[src/rtl/frv_mdu_arbiter.sv]
// frv_mdu_arbiter: shares one multi-cycle multiply/divide unit between two
// requesters. Requester 0 is the execute-stage integer pipe. Requester 1 is a
// secondary co-unit.
//
// The block grants ownership, steers the owner's operands to the unit, routes
// the result back, and flushes the unit on completion or abort. Grant and ready
// are combinational. Only the ownership state (and optionally the last-grant
// bit) is registered. Owner operands must stay stable while the owner is busy.
//
// Build option FRV_MDU_ARB_RR_EN:
//   defined   - round-robin on contention, using the last granted requester
//   undefined - fixed priority, requester 0 always wins contention
module frv_mdu_arbiter #(
    parameter int XLEN = 32,
    parameter int OPW  = 8
) (
    input  logic            g_clk,
    input  logic            g_resetn,

    input  logic            r0_valid,
    input  logic            r0_flush,
    input  logic [OPW-1:0]  r0_op,
    input  logic [XLEN-1:0] r0_rs1,
    input  logic [XLEN-1:0] r0_rs2,
    output logic            r0_ready,
    output logic [XLEN-1:0] r0_rd,

    input  logic            r1_valid,
    input  logic            r1_flush,
    input  logic [OPW-1:0]  r1_op,
    input  logic [XLEN-1:0] r1_rs1,
    input  logic [XLEN-1:0] r1_rs2,
    output logic            r1_ready,
    output logic [XLEN-1:0] r1_rd,

    output logic            mdu_valid,
    output logic            mdu_flush,
    output logic [OPW-1:0]  mdu_op,
    output logic [XLEN-1:0] mdu_rs1,
    output logic [XLEN-1:0] mdu_rs2,
    input  logic            mdu_ready,
    input  logic [XLEN-1:0] mdu_rd
);

    typedef enum logic [1:0] {
        IDLE  = 2'd0,
        BUSY0 = 2'd1,
        BUSY1 = 2'd2
    } state_t;

    state_t state_reg;
    state_t state_next;

    logic elig0;
    logic elig1;
    logic grant0;
    logic grant1;

    assign elig0 = r0_valid && !r0_flush;
    assign elig1 = r1_valid && !r1_flush;

`ifdef FRV_MDU_ARB_RR_EN
    logic last_reg;
    logic last_next;

    // On contention, grant the requester that was not served last.
    assign grant1 = elig1 && (!elig0 || !last_reg);
`else
    // Requester 1 is served only when requester 0 is not eligible.
    assign grant1 = elig1 && !elig0;
`endif
    assign grant0 = elig0 && !grant1;

    // Grant, steering, completion/abort handling and next-state selection.
    always_comb begin
        state_next = state_reg;
`ifdef FRV_MDU_ARB_RR_EN
        last_next  = last_reg;
`endif
        mdu_valid  = 1'b0;
        mdu_flush  = 1'b0;
        mdu_op     = '0;
        mdu_rs1    = '0;
        mdu_rs2    = '0;
        r0_ready   = 1'b0;
        r0_rd      = '0;
        r1_ready   = 1'b0;
        r1_rd      = '0;
        if (!g_resetn) begin
            // Reset holds the unit flushed and discards any in-flight result.
            mdu_flush  = 1'b1;
            state_next = IDLE;
        end else begin
            case (state_reg)
                IDLE: begin
                    if (grant0) begin
                        mdu_valid  = 1'b1;
                        mdu_op     = r0_op;
                        mdu_rs1    = r0_rs1;
                        mdu_rs2    = r0_rs2;
                        state_next = BUSY0;
`ifdef FRV_MDU_ARB_RR_EN
                        last_next  = 1'b0;
`endif
                    end else if (grant1) begin
                        mdu_valid  = 1'b1;
                        mdu_op     = r1_op;
                        mdu_rs1    = r1_rs1;
                        mdu_rs2    = r1_rs2;
                        state_next = BUSY1;
`ifdef FRV_MDU_ARB_RR_EN
                        last_next  = 1'b1;
`endif
                    end
                end
                BUSY0: begin
                    mdu_valid = 1'b1;
                    mdu_op    = r0_op;
                    mdu_rs1   = r0_rs1;
                    mdu_rs2   = r0_rs2;
                    // Abort takes precedence over a same-cycle completion.
                    if (r0_flush || !r0_valid) begin
                        mdu_flush  = 1'b1;
                        state_next = IDLE;
                    end else if (mdu_ready) begin
                        r0_ready   = 1'b1;
                        r0_rd      = mdu_rd;
                        mdu_flush  = 1'b1;
                        state_next = IDLE;
                    end
                end
                BUSY1: begin
                    mdu_valid = 1'b1;
                    mdu_op    = r1_op;
                    mdu_rs1   = r1_rs1;
                    mdu_rs2   = r1_rs2;
                    if (r1_flush || !r1_valid) begin
                        mdu_flush  = 1'b1;
                        state_next = IDLE;
                    end else if (mdu_ready) begin
                        r1_ready   = 1'b1;
                        r1_rd      = mdu_rd;
                        mdu_flush  = 1'b1;
                        state_next = IDLE;
                    end
                end
                default: begin
                    state_next = IDLE;
                end
            endcase
        end
    end

    // Ownership state. The last-grant bit resets to 1 so requester 0 wins the
    // first contention.
    always_ff @(posedge g_clk) begin
        if (!g_resetn) begin
            state_reg <= IDLE;
`ifdef FRV_MDU_ARB_RR_EN
            last_reg  <= 1'b1;
`endif
        end else begin
            state_reg <= state_next;
`ifdef FRV_MDU_ARB_RR_EN
            last_reg  <= last_next;
`endif
        end
    end

endmodule

[config.mk]
export PLATFORM = sky130hd
export DESIGN_NAME = frv_mdu_arbiter
export DESIGN_NICKNAME = d
export VERILOG_FILES = /design/src/rtl/frv_mdu_arbiter.sv
export SDC_FILE = /design/constraint.sdc
export NUM_CORES = 1
export LEC_CHECK = 0
export CORE_AREA = 2 2 127 129
export CTS_BUF_LIST = sky130_fd_sc_hd__clkbuf_4
export DETAILED_ROUTE_END_ITERATION = 10
export DIE_AREA = 0 0 129 131
export GPL_TIMING_DRIVEN = 0
export PLACE_DENSITY_LB_ADDON = 0.08
export SLEW_MARGIN = 20
export SYNTH_ARGS = -nofsm -noshare
export SYNTH_HDL_FRONTEND = slang
export SYNTH_SLANG_ARGS = --single-unit
[constraint.sdc]
create_clock -name g_clk -period 2.55 [get_ports g_clk]
set_input_delay 0.765 -clock g_clk [delete_from_list [all_inputs] [get_ports g_clk]]
set_output_delay 0.765 -clock g_clk [all_outputs]
set_load 0.02 [all_outputs]
# ---- After elaboration in Yosys (flattened, before gate mapping)
# Index checks and enable logic that the tools add are counted.
dict set report totals {
  reg_bits 2
  in_bits 183
  output_inout_bits 140
  word_cells 58
}
dict set report classes {
  eq_ne 3
  n_mux 40
  n_reduce_logical 14
}
# cell n
set op_table {}
lappend op_table {{32-bit two-way mux} 13}
lappend op_table {{32-bit one-hot mux with 3 select lines} 2}
lappend op_table {{8-bit two-way mux} 3}
lappend op_table {{8-bit one-hot mux with 3 select lines} 1}
lappend op_table {{1-bit two-way mux} 13}
lappend op_table {{2-bit two-way mux} 5}
lappend op_table {{1-bit zero test} 6}
lappend op_table {{2-bit one-hot mux with 3 select lines} 1}
lappend op_table {{1-bit logical AND} 4}
lappend op_table {{1-bit one-hot mux with 2 select lines} 2}
lappend op_table {{3-bit inequality test (second input constant)} 1}
lappend op_table {{2-bit by 1-bit equality test with 1-bit output (second input constant)} 1}
lappend op_table {{2-bit equality test (second input constant)} 1}
lappend op_table {{2-bit zero test} 1}
lappend op_table {{1-bit logical OR} 2}
lappend op_table {{2-bit OR reduction} 1}

# ---- Logic depth before layout (Yosys ltp)
# Gate-level depths: netlist of run 1.
dict set report logic_depth {
  ltp_word 9
  ltp_mapped 6
  mapped_depth_nobuf 5
}

# ---- Worst setup path after synthesis of run 1
# No wires, ideal clock.
dict set report synth_path {
  kind {in2out}
  from {in r0_flush}
  to {out r0_rd[22]}
  arrival_time_ps 1756
  t_required_ps 1785
  path_slack_ps 29
  cell_stages 4
  path_buffers 1
  cell_sequence {nand2b_4 > nor2_1 > clkbuf_1 > and2_1}
}
dict set report synth_via {
  elab_chain_len 4
}
# item line
set synth_lines {}
lappend synth_lines {{start, declared} 21} ;# input logic r0_flush,
lappend synth_lines {{1-bit logical OR} 122} ;# if (r0_flush || !r0_valid) begin
lappend synth_lines {{32-bit two-way mux} 122}
lappend synth_lines {{32-bit two-way mux} 94} ;# case (state_reg)
lappend synth_lines {{32-bit two-way mux} 89} ;# if (!g_resetn) begin
lappend synth_lines {{end, declared} 26} ;# output logic [XLEN-1:0] r0_rd,
# Every way passes these cells.

# ---- Worst setup path in the final report of run 1
dict set report layout_path {
  from {in r1_valid}
  to {out mdu_rs2[3]}
}
dict set report layout_via {
  elab_chain_len 7
  elab_cells_between_ends 8
  classes_between {4 x mux; 4 x reduce/logical}
}
# item line
set layout_lines {}
lappend layout_lines {{start, declared} 28} ;# input logic r1_valid,
lappend layout_lines {{1-bit logical AND (*)} 60} ;# assign elig1 = r1_valid && !r1_flush;
lappend layout_lines {{1-bit logical AND (*)} 70} ;# assign grant1 = elig1 && !elig0;
lappend layout_lines {{1-bit zero test} 72} ;# assign grant0 = elig0 && !grant1;
lappend layout_lines {{1-bit logical AND} 72}
lappend layout_lines {{32-bit two-way mux (*)} 96} ;# if (grant0) begin
lappend layout_lines {{32-bit one-hot mux with 3 select lines (*)} 94}
lappend layout_lines {{32-bit two-way mux (*)} 89}
lappend layout_lines {{end, declared} 40} ;# output logic [XLEN-1:0] mdu_rs2,
# Every way passes the cells marked *; elsewhere a longest branch is shown, timed or not.

==> flow_metrics.py, run 1 <==
metrics = {
    "cells_and_area": {
        "fill_cells": 1545,
        "drive_gt1_frac": 0.5321,
        "largest_reg_flops": 2,
        "utilization": 0.3936,
        "area_growth_pct": 266.5,
        "n_antenna_cell": 0,
        "fin_nets": 749,
    },
    "floorplan": {
        "core_um2": 15600,
        "ioPinCount": 323,
        "fp.dieW_um": 129,
        "fp-row-count": 46,
        "start_util": 0.1074,
        "die_height_um": 131,
        "dieArea_um2": 16900,
    },
    "route": {
        "drcViolationCount": 0,
        "wire_per_inst_um": 17.59,
        "ant_nets": 0,
        "firstDrtPassIters": 4,
        "wl_mm": 13.65,
        "drt_iter0_drc": 107,
        "viasPerCell": 4.237,
        "vias": 3288,
    },
    "placed_design": {
        "pre_cts_slack_ns": -1.354,
        "gp_congestion": 0.7374,
        "dp_hpwl_mm": 10.38,
        "numPortBuffers": 322,
    },
    "sta": {
        "setup_violations": 106,
        "min_period_ns": 2.878,
        "setup_ws_ns": -0.3278,
        "worst_slew_pin_slew_ns": 0.2309,
        "slew_viol_final": 0,
        "grt_setup_unrepaired": "true",
        "hold_viol_final": 0,
        "slew_headroom": 0.8460,
        "max_freq_mhz": 347.5,
        "fin_worst_skew_ns": 0.003870,
        "fin_crit_sh": 1.129,
    },
    "critical_path": {
        "end_kind": "output port",
        "cp-start-kind": "input pin",
        "path_max_fanout": 6,
        "arrival_ns": 2.11,
        "cp.required_ns": 1.79,
        "path_class": "input pin to output port",
    },
    "logic_synthesis": {
        "yosys-top-cells-count": "a32o_1 (72), and2_1 (64), clkbuf_1 (11)",
        "yosys.area.top_type_share": 0.4302,
        "synth_area_leaders": "a32o_1 (43%), and2_1 (24%), buf_8 (6.3%), buf_6 (5.4%), ha_1 (3.0%)",
        "synthDistinctLibCells": 29,
        "syn_area_um2": 1675,
        "synthFlopType": "dfxtp_1",
        "netlist_instances": 201,
        "synth-edff-count": 0,
        "synth.most_common_cell": "a32o_1",
        "synth_fp_nets": 388,
        "synth.avg_cell_area_um2": 8.335,
        "synth_warnings": 0,
        "synth.largest_area_cell": "a32o_1",
        "synthArstFlopShare": 0,
        "synth_seq_cells": 2,
        "synth.yosys.seq_area_share": 0.02390,
    },
    "grt": {
        "antenna_found_initial": 0,
        "grt_pass1_vias": 3357,
        "grt_pass1_wl_mm": 18.22,
        "track_usage": 0.1368,
        "grt_max_degree": 11,
        "grt.overflow.total": 0,
    },
    "clock_tree": {
        "cts-root-buf": "clkbuf_4",
        "clockBufferDepth": 2,
        "worstSkewPairLatency_ns": 0.23,
        "cts_tree": "yes",
        "clk_pin_slew_worst_paths_ns": 0.03,
        "cts_sinks": 2,
        "numCtsBuffers": 3,
        "h-tree-depth": 1,
    },
    "run_status": {
        "status": "complete, but fails checks",
        "violations": "setup timing",
    },
    "power_and_ir_drop": {
        "p_leak_nw": 2.672,
        "ir_drop_v": 0.00006486,
        "power_density_nw_per_um2": 196.0,
    },
    "run": {
        "max_cap_violations": 0,
    },
    "min_path": {
        "hold_path_class": "flip-flop to flip-flop",
    },
}
## worst paths after layout
check          startpoint            to  slack, ns  depth (start not counted)
min          state_reg[0]  state_reg[0]       0.58                          2
max reg2reg  state_reg[0]  state_reg[1]       1.02                          7
min reg2reg  state_reg[0]  state_reg[0]       0.58                          2
max              r1_valid    mdu_rs2[3]      -0.33                          8
## metrics by stage
| step | hold slack [ns] | instance area (um2) | total power, mW | instances | TNS, ns |
|---|---|---|---|---|---|
| after CTS | 0.5548 | 5678 | 1.209 | 769 | -22.83 |
| after floorplan | 0.5259 | 1675 | 0.4070 | 201 | 0 |
| after detailed placement | 0.5811 | 5169 | 0.9469 | 739 | -160.08 |
| after global routing | 0.6130 | 6140 | 1.272 | 776 | -23.50 |
| final | 0.5832 | 6140 | 1.203 | 776 | -19.72 |
| after global placement | 0.5750 | 5169 | 0.9433 | 739 | -160.81 |
## worst max-delay path: stages
cell,delay (ns)
buf_6,0.09
and2b_2,0.21
a31o_4,0.27
buf_12,0.15
buf_12,0.13
buf_16,0.13
a32o_2,0.24
buf_6,0.13
## kinds of logic after synthesis
logic type / synth area share
simple gates: 0.3040
buf+inv: 0.1628
fa+ha+maj: 0.02987
compound gates: 0.4795
flops: 0.02390
## per-layer routing
layer,GRT usage,vias up,wire length (um)
met5,0,-,0
met4,0.01726,0,135
met3,0.03664,10,1339
met2,0.2870,187,7696
met1,0.1360,1548,4481
li1,-,1543,-
## what timing repair did
| action | 4_1_cts | 5_1_grt |
|---|---|---|
| setup buffers | 18 | 8 |
| cloned | 9 | 5 |
| endpoints found under the hold margin | 0 | 0 |
| hold buffers | 0 | 0 |
| setup endpoints to repair | 140 | 136 |
| pin swaps | 67 | 41 |
| gates resized for setup | 820 | 170 |
## cells in the final DEF (no fill, tap or decap), drive strengths merged
| cell | Yosys | routed |
|---|---|---|
| a21bo | 1 | 1 |
| a21oi | 2 | 2 |
| a31o | 1 | 1 |
| a32o | 72 | 72 |
| and2 | 64 | 64 |
| and2b | 2 | 2 |
| and3 | 1 | 1 |
| and3b | 2 | 2 |
| buf | 18 | 193 |
| clkbuf | 11 | 16 |
| clkdlybuf4s15 | 0 | 3 |
| clkdlybuf4s50 | 0 | 176 |
| dfxtp | 2 | 2 |
| ha | 4 | 4 |
| inv | 5 | 5 |
| nand2b | 2 | 2 |
| nand3 | 2 | 2 |
| nand3b | 1 | 1 |
| nand4 | 1 | 1 |
| nand4b | 1 | 1 |
| nor2 | 1 | 1 |
| nor2b | 1 | 1 |
| nor3b | 1 | 1 |
| o2111ai | 2 | 2 |
| o211ai | 2 | 2 |
| o21ai | 2 | 2 |
## final cells by class
class | instances | area, um2 | share of cell area
inverters | 5 | 18.77 | 0.003057
well taps | 216 | 270.3 | 0.04402
flip-flops and latches | 2 | 42.54 | 0.006929
multi-input cells | 165 | 1568 | 0.2553
clock buffers | 3 | 22.52 | 0.003668
plain buffers | 28 | 340.3 | 0.05543
repair buffers | 357 | 3877 | 0.6315
## power breakdown
group          switching (mW)  internal [mW]
logic                   0.425          0.670
registers             0.00282         0.0342
clock network          0.0192         0.0520
(Power assumes the default switching activity.)
==> run 2, diff against run 1 <==
REMOVE_ABC_BUFFERS = 1   (was default)
clock period = 2.8 ns   (was 2.55 ns; I/O delays follow)
==> run 2 against run 1 <==
  * The flow still finishes with violations (setup timing)
  * Non-clock buffer count down 12
  * First-iteration DRC count fell by 2.8%
  * Largest cell class unchanged
  * Die area did not move
  * Sequential power is 8.1% lower
  * Highest routed layer is now met5
  * Routed wire length increased by 15%
  * Utilization shrank 2.1 points
  * Register-to-register slack better by 0.27 ns
  * Clock-buffer cell count stayed put
==> flow_metrics.py, run 2 (synthesis results as in run 1) <==
metrics = {
    "sta": {
        "slew_viol_final": 0,
        "setup_violations": 58,
        "grt_setup_unrepaired": "true",
        "hold_viol_final": 0,
        "fin_worst_skew_ns": 0.001083,
        "worst_slew_pin_slew_ns": 0.2628,
        "min_period_ns": 2.934,
        "slew_headroom": 0.8248,
        "setup_ws_ns": -0.1338,
        "fin_crit_sh": 1.048,
        "max_freq_mhz": 340.9,
    },
    "grt": {
        "grt_max_degree": 61,
        "grt_pass1_vias": 3317,
        "grt_pass1_wl_mm": 20.69,
        "antenna_found_initial": 1,
        "grt.overflow.total": 0,
        "track_usage": 0.1649,
    },
    "cells_and_area": {
        "area_growth_pct": 246.8,
        "fill_cells": 1590,
        "largest_reg_flops": 2,
        "final_area_um2": 5809,
        "final_cell_mix": "clkdlybuf4s50_1 (176), buf_6 (92), and2_1 (58)",
        "final_cells": 770,
        "n_antenna_cell": 0,
        "fin_nets": 743,
        "drive_gt1_frac": 0.4639,
        "layout_commonest_cell": "clkdlybuf4s50_1",
    },
    "route": {
        "drt_iter0_drc": 104,
        "drcViolationCount": 0,
        "wire_per_inst_um": 20.43,
        "wl_mm": 15.73,
        "viasPerCell": 4.200,
        "firstDrtPassIters": 4,
        "vias": 3234,
        "ant_nets": 0,
    },
    "placed_design": {
        "place_inst": 715,
        "numPortBuffers": 322,
        "gp_congestion": 0.7373,
        "dp_hpwl_mm": 10.87,
        "pre_cts_slack_ns": -1.380,
        "placed_cell_area_um2": 5046,
    },
    "power_and_ir_drop": {
        "ir_drop_v": 0.00007508,
        "p_leak_nw": 2.593,
        "power_density_nw_per_um2": 192.0,
        "power_mw": 1.116,
    },
    "floorplan": {
        "fp.dieW_um": 129,
        "dieArea_um2": 16900,
        "start_util": 0.1074,
        "core_um2": 15600,
        "ioPinCount": 323,
        "fp-row-count": 46,
        "die_height_um": 131,
    },
    "clock_tree": {
        "numCtsBuffers": 3,
        "worstSkewPairLatency_ns": 0.22,
        "h-tree-depth": 1,
        "cts_sinks": 2,
        "clk_pin_slew_worst_paths_ns": 0.03,
        "cts-root-buf": "clkbuf_4",
        "cts_tree": "yes",
        "clockBufferDepth": 2,
    },
    "critical_path": {
        "cp-start-kind": "input pin",
        "path_class": "input pin to output port",
        "path_max_fanout": 7,
        "crit_chain": "buf_6 -> and2b_2 -> a31o_4 -> buf_12 -> buf_6 -> a32o_2 -> buf_6",
        "path_buf_inv": 4,
        "arrival_ns": 2.09,
        "cp_slowest_cell": "a31o_4",
        "critical-path-top-delay-family": "buffers and inverters",
        "end_kind": "output port",
        "max_stage_delay_ns": 0.26,
        "cp.required_ns": 1.96,
        "crit_top_cell": "buf_6",
    },
    "run": {
        "max_cap_violations": 0,
    },
    "min_path": {
        "hold_path_class": "flip-flop to flip-flop",
    },
    "run_status": {
        "status": "complete, but fails checks",
        "violations": "setup timing",
    },
}
==> run 2: changes by cell type in the layout (fill, tap and decap cells not counted), moves of 3 or more <==
cell and change:
clkbuf_2 -6, clkbuf_4 -3, buf_4 +14, clkdlybuf4s15_2 +17, and2_1 +49, buf_8 -10
a32o_2 +12, and2_4 -49, buf_12 +7, and3_4 +4, buf_2 +30, buf_6 -59
a32o_1 -12
==> run 2: final timing paths <==
| check | slack [ns] | startpoint | end | depth (start not counted) |
|---|---|---|---|---|
| max | -0.13 | r1_valid | mdu_rs2[5] | 7 |
| min | 0.57 | state_reg[0] | state_reg[0] | 2 |
| max reg2reg | 1.29 | state_reg[0] | state_reg[1] | 6 |
| min reg2reg | 0.57 | state_reg[0] | state_reg[0] | 2 |
==> run 2: area by class of cell <==
class                           count  area, um2  share of cell area
Multi-Input combinational cell    171       1559              0.2684
Inverter                            5      18.77            0.003231
Clock buffer                        3      22.52            0.003877
Timing Repair Buffer              373       3896              0.6707
Sequential cell                     2      42.54            0.007323
Tap cell                          216      270.3             0.04652
==> run 2: per-stage QoR <==
stage / TNS (ns) / util / hold WS, ns
after floorplan: -69.01 / - / 0.5259
after global placement: -296.15 / 0.3151 / 0.5739
after detailed placement: -167.87 / 0.3235 / 0.5796
after CTS: -11.21 / 0.3696 / 0.5904
after global routing: -7.006 / 0.3725 / 0.6234
final: -5.193 / 0.3725 / 0.5700
==> run 2: routing by layer <==
| layer | share of wire | global-route usage | routed length (um) |
|---|---|---|---|
| met2 | 0.57 | 0.3262 | 8904 |
| met4 | 0.0074 | 0.02877 | 116 |
| met1 | 0.38 | 0.1842 | 5914 |
| met3 | 0.050 | 0.03135 | 783 |
| met5 | 0.00076 | 0 | 12 |
==> run 2: report_power, final <==
part	leakage [nW]	switching (mW)	internal, mW
combinational	2.56	0.408	0.611
clock	0.0138	0.0155	0.0472
sequential	0.0172	0.00289	0.0311
==> run 2: what timing repair did <==
| action | in CTS | in global routing |
|---|---|---|
| setup endpoints to repair | 140 | 133 |
| gates cloned | 15 | 3 |
| hold buffers | 0 | 0 |
| gates resized for setup | 746 | 83 |
| setup buffers | 39 | 5 |
| pin swaps | 68 | 25 |
==> run 2: worst reg2reg max path: cells and delay by family, from the launching register on <==
family,cells,cell delay [ns]
AOI/OAI and AO/OA,2,0.33
buffers and inverters,2,0.23
DFF,1,0.35
and+or+nand+nor,1,0.28
adders and majority gates,1,0.19
==> run 3, diff against run 2 <==
MAX_ROUTING_LAYER = met4   (was default)
==> run 3 against run 2 <==
  * The flow still finishes with violations (setup timing)
  * Fmax up 0.21%
  * Non-clock buffer count increased by 2
  * Routed wire length grew 0.18%
  * Final cell count increased by 0.39%
  * Sequential share of layout area hardly changed
  * Total power up 0.67%
  * Flip-flop and latch count did not move
  * Worst setup slack better by 0.0061 ns
  * Largest power group unchanged
==> flow_metrics.py, run 3 (synthesis results as in run 1) <==
metrics = {
    "cells_and_area": {
        "final_cell_mix": "clkdlybuf4s50_1 (176), buf_6 (90), and2_1 (58)",
        "regArea_um2": 42.54,
        "final_cells": 773,
        "fill_cells": 1583,
        "largest_reg_flops": 2,
        "drive_gt1_frac": 0.4586,
        "fin_nets": 745,
        "final_area_um2": 5838,
        "multiInputGateArea_um2": 1555,
        "layout_commonest_cell": "clkdlybuf4s50_1",
        "area_growth_pct": 248.5,
    },
    "clock_tree": {
        "cts_hold_buf": 0,
        "cts-root-buf": "clkbuf_4",
        "cts_tree": "yes",
        "cts_sinks": 2,
        "clk_pin_slew_worst_paths_ns": 0.03,
        "worstSkewPairLatency_ns": 0.22,
        "h-tree-depth": 1,
        "clockBufferDepth": 2,
        "numCtsBuffers": 3,
    },
    "route": {
        "wl_mm": 15.76,
        "drt_iter0_drc": 82,
        "vias": 3272,
        "firstDrtPassIters": 4,
        "viasPerCell": 4.233,
        "ant_nets": 0,
        "wire_per_inst_um": 20.39,
        "drcViolationCount": 0,
    },
    "floorplan": {
        "start_util": 0.1074,
        "core_um2": 15600,
        "fp-row-count": 46,
        "dieArea_um2": 16900,
        "fp.dieW_um": 129,
        "die_height_um": 131,
        "ioPinCount": 323,
    },
    "sta": {
        "fin_worst_skew_ns": 0.001108,
        "slew_headroom": 0.8229,
        "slew_viol_final": 0,
        "setup_violations": 66,
        "max_freq_mhz": 341.6,
        "setup_ws_ns": -0.1277,
        "min_period_ns": 2.928,
        "hold_viol_final": 0,
        "fin_crit_sh": 1.046,
        "grt_setup_unrepaired": "true",
        "worst_slew_pin_slew_ns": 0.2656,
    },
    "placed_design": {
        "numPortBuffers": 322,
        "gp_congestion": 0.7464,
        "dp_hpwl_mm": 10.87,
        "place_inst": 715,
        "placed_cell_area_um2": 5046,
    },
    "power_and_ir_drop": {
        "power_density_nw_per_um2": 192.4,
        "ir_drop_v": 0.00007548,
        "p_leak_nw": 2.590,
        "power_mw": 1.123,
    },
    "critical_path": {
        "reg2reg_depth": 6,
        "path_class": "input pin to output port",
        "path_max_fanout": 7,
        "arrival_ns": 2.09,
        "worstReg2RegEnd": "state_reg[1]",
        "cp-start-kind": "input pin",
        "end_kind": "output port",
        "r2r-start": "state_reg[0]",
        "cp.required_ns": 1.96,
        "r2r_slack_ns": 1.29,
    },
    "run": {
        "max_cap_violations": 0,
    },
    "grt": {
        "grt_max_degree": 61,
        "grt_pass1_vias": 3328,
        "track_usage": 0.1699,
        "antenna_found_initial": 1,
        "grt.overflow.total": 0,
        "grt_pass1_wl_mm": 20.64,
    },
    "run_status": {
        "violations": "setup timing",
        "status": "complete, but fails checks",
    },
    "min_path": {
        "hold_path_class": "flip-flop to flip-flop",
        "hold_path_depth": 2,
        "min_to": "state_reg[0]",
        "hp-start": "state_reg[0]",
    },
}
## run 3: layout make-up
cell class                 count  share of cell area
antenna                        1           0.0004286
clock buffer                   3            0.003858
inverter                       5            0.003215
multi-input combinational    171              0.2664
sequential                     2            0.007287
tap                          216             0.04629
timing repair buffer         375              0.6725
## run 3: routing by layer
| metal | wire length, um | vias up | part of all wire | global-route usage |
|---|---|---|---|---|
| met4 | 130 | 0 | 0.0082 | 0.02941 |
| met3 | 758 | 10 | 0.048 | 0.02524 |
| met5 | 0 | - | 0 | - |
| met2 | 8876 | 151 | 0.56 | 0.3252 |
| li1 | - | 1554 | - | - |
| met1 | 5996 | 1557 | 0.38 | 0.1883 |
## run 3: worst max-delay path by stage
stage,start,endpoint,slack [ns]
floorplan,r1_flush,mdu_op[0],-0.81
global placement,r0_flush,mdu_rs1[31],-2.70
detailed placement,r1_valid,r1_rd[18],-1.38
CTS,r1_valid,mdu_rs1[0],-0.26
global route,r1_flush,mdu_rs2[19],-0.16
finish,r1_valid,mdu_rs2[5],-0.13
## run 3: through the flow
step	setup TNS (ns)	hold slack, ns	utilization	setup slack, ns
after global placement	-296.15	0.5739	0.3151	-2.697
after floorplan	-69.01	0.5259	-	-0.8149
after detailed placement	-167.87	0.5796	0.3235	-1.380
after global routing	-7.355	0.6232	0.3743	-0.1555
after CTS	-11.21	0.5904	0.3696	-0.2550
final	-5.511	0.5696	0.3743	-0.1277
## run 3: worst max-delay path, stage by stage
cell and delay, ns:
buf_6 0.10, and2b_2 0.21, a31o_4 0.25, buf_12 0.15, buf_6 0.14, a32o_2 0.26
buf_6 0.13
## run 3: report_power, final
group	internal, mW	leakage (nW)	total [mW]	switching (mW)
clock network	0.0472	0.0138	0.0628	0.0156
logic	0.616	2.56	1.03	0.410
registers	0.0311	0.0172	0.0339	0.00273
## run 3: timing repair
item / CTS / global route
endpoints found under the setup margin: 140 / 133
cloned: 15 / 3
gates resized for setup: 746 / 80
pin swaps: 68 / 24
setup buffers: 39 / 6
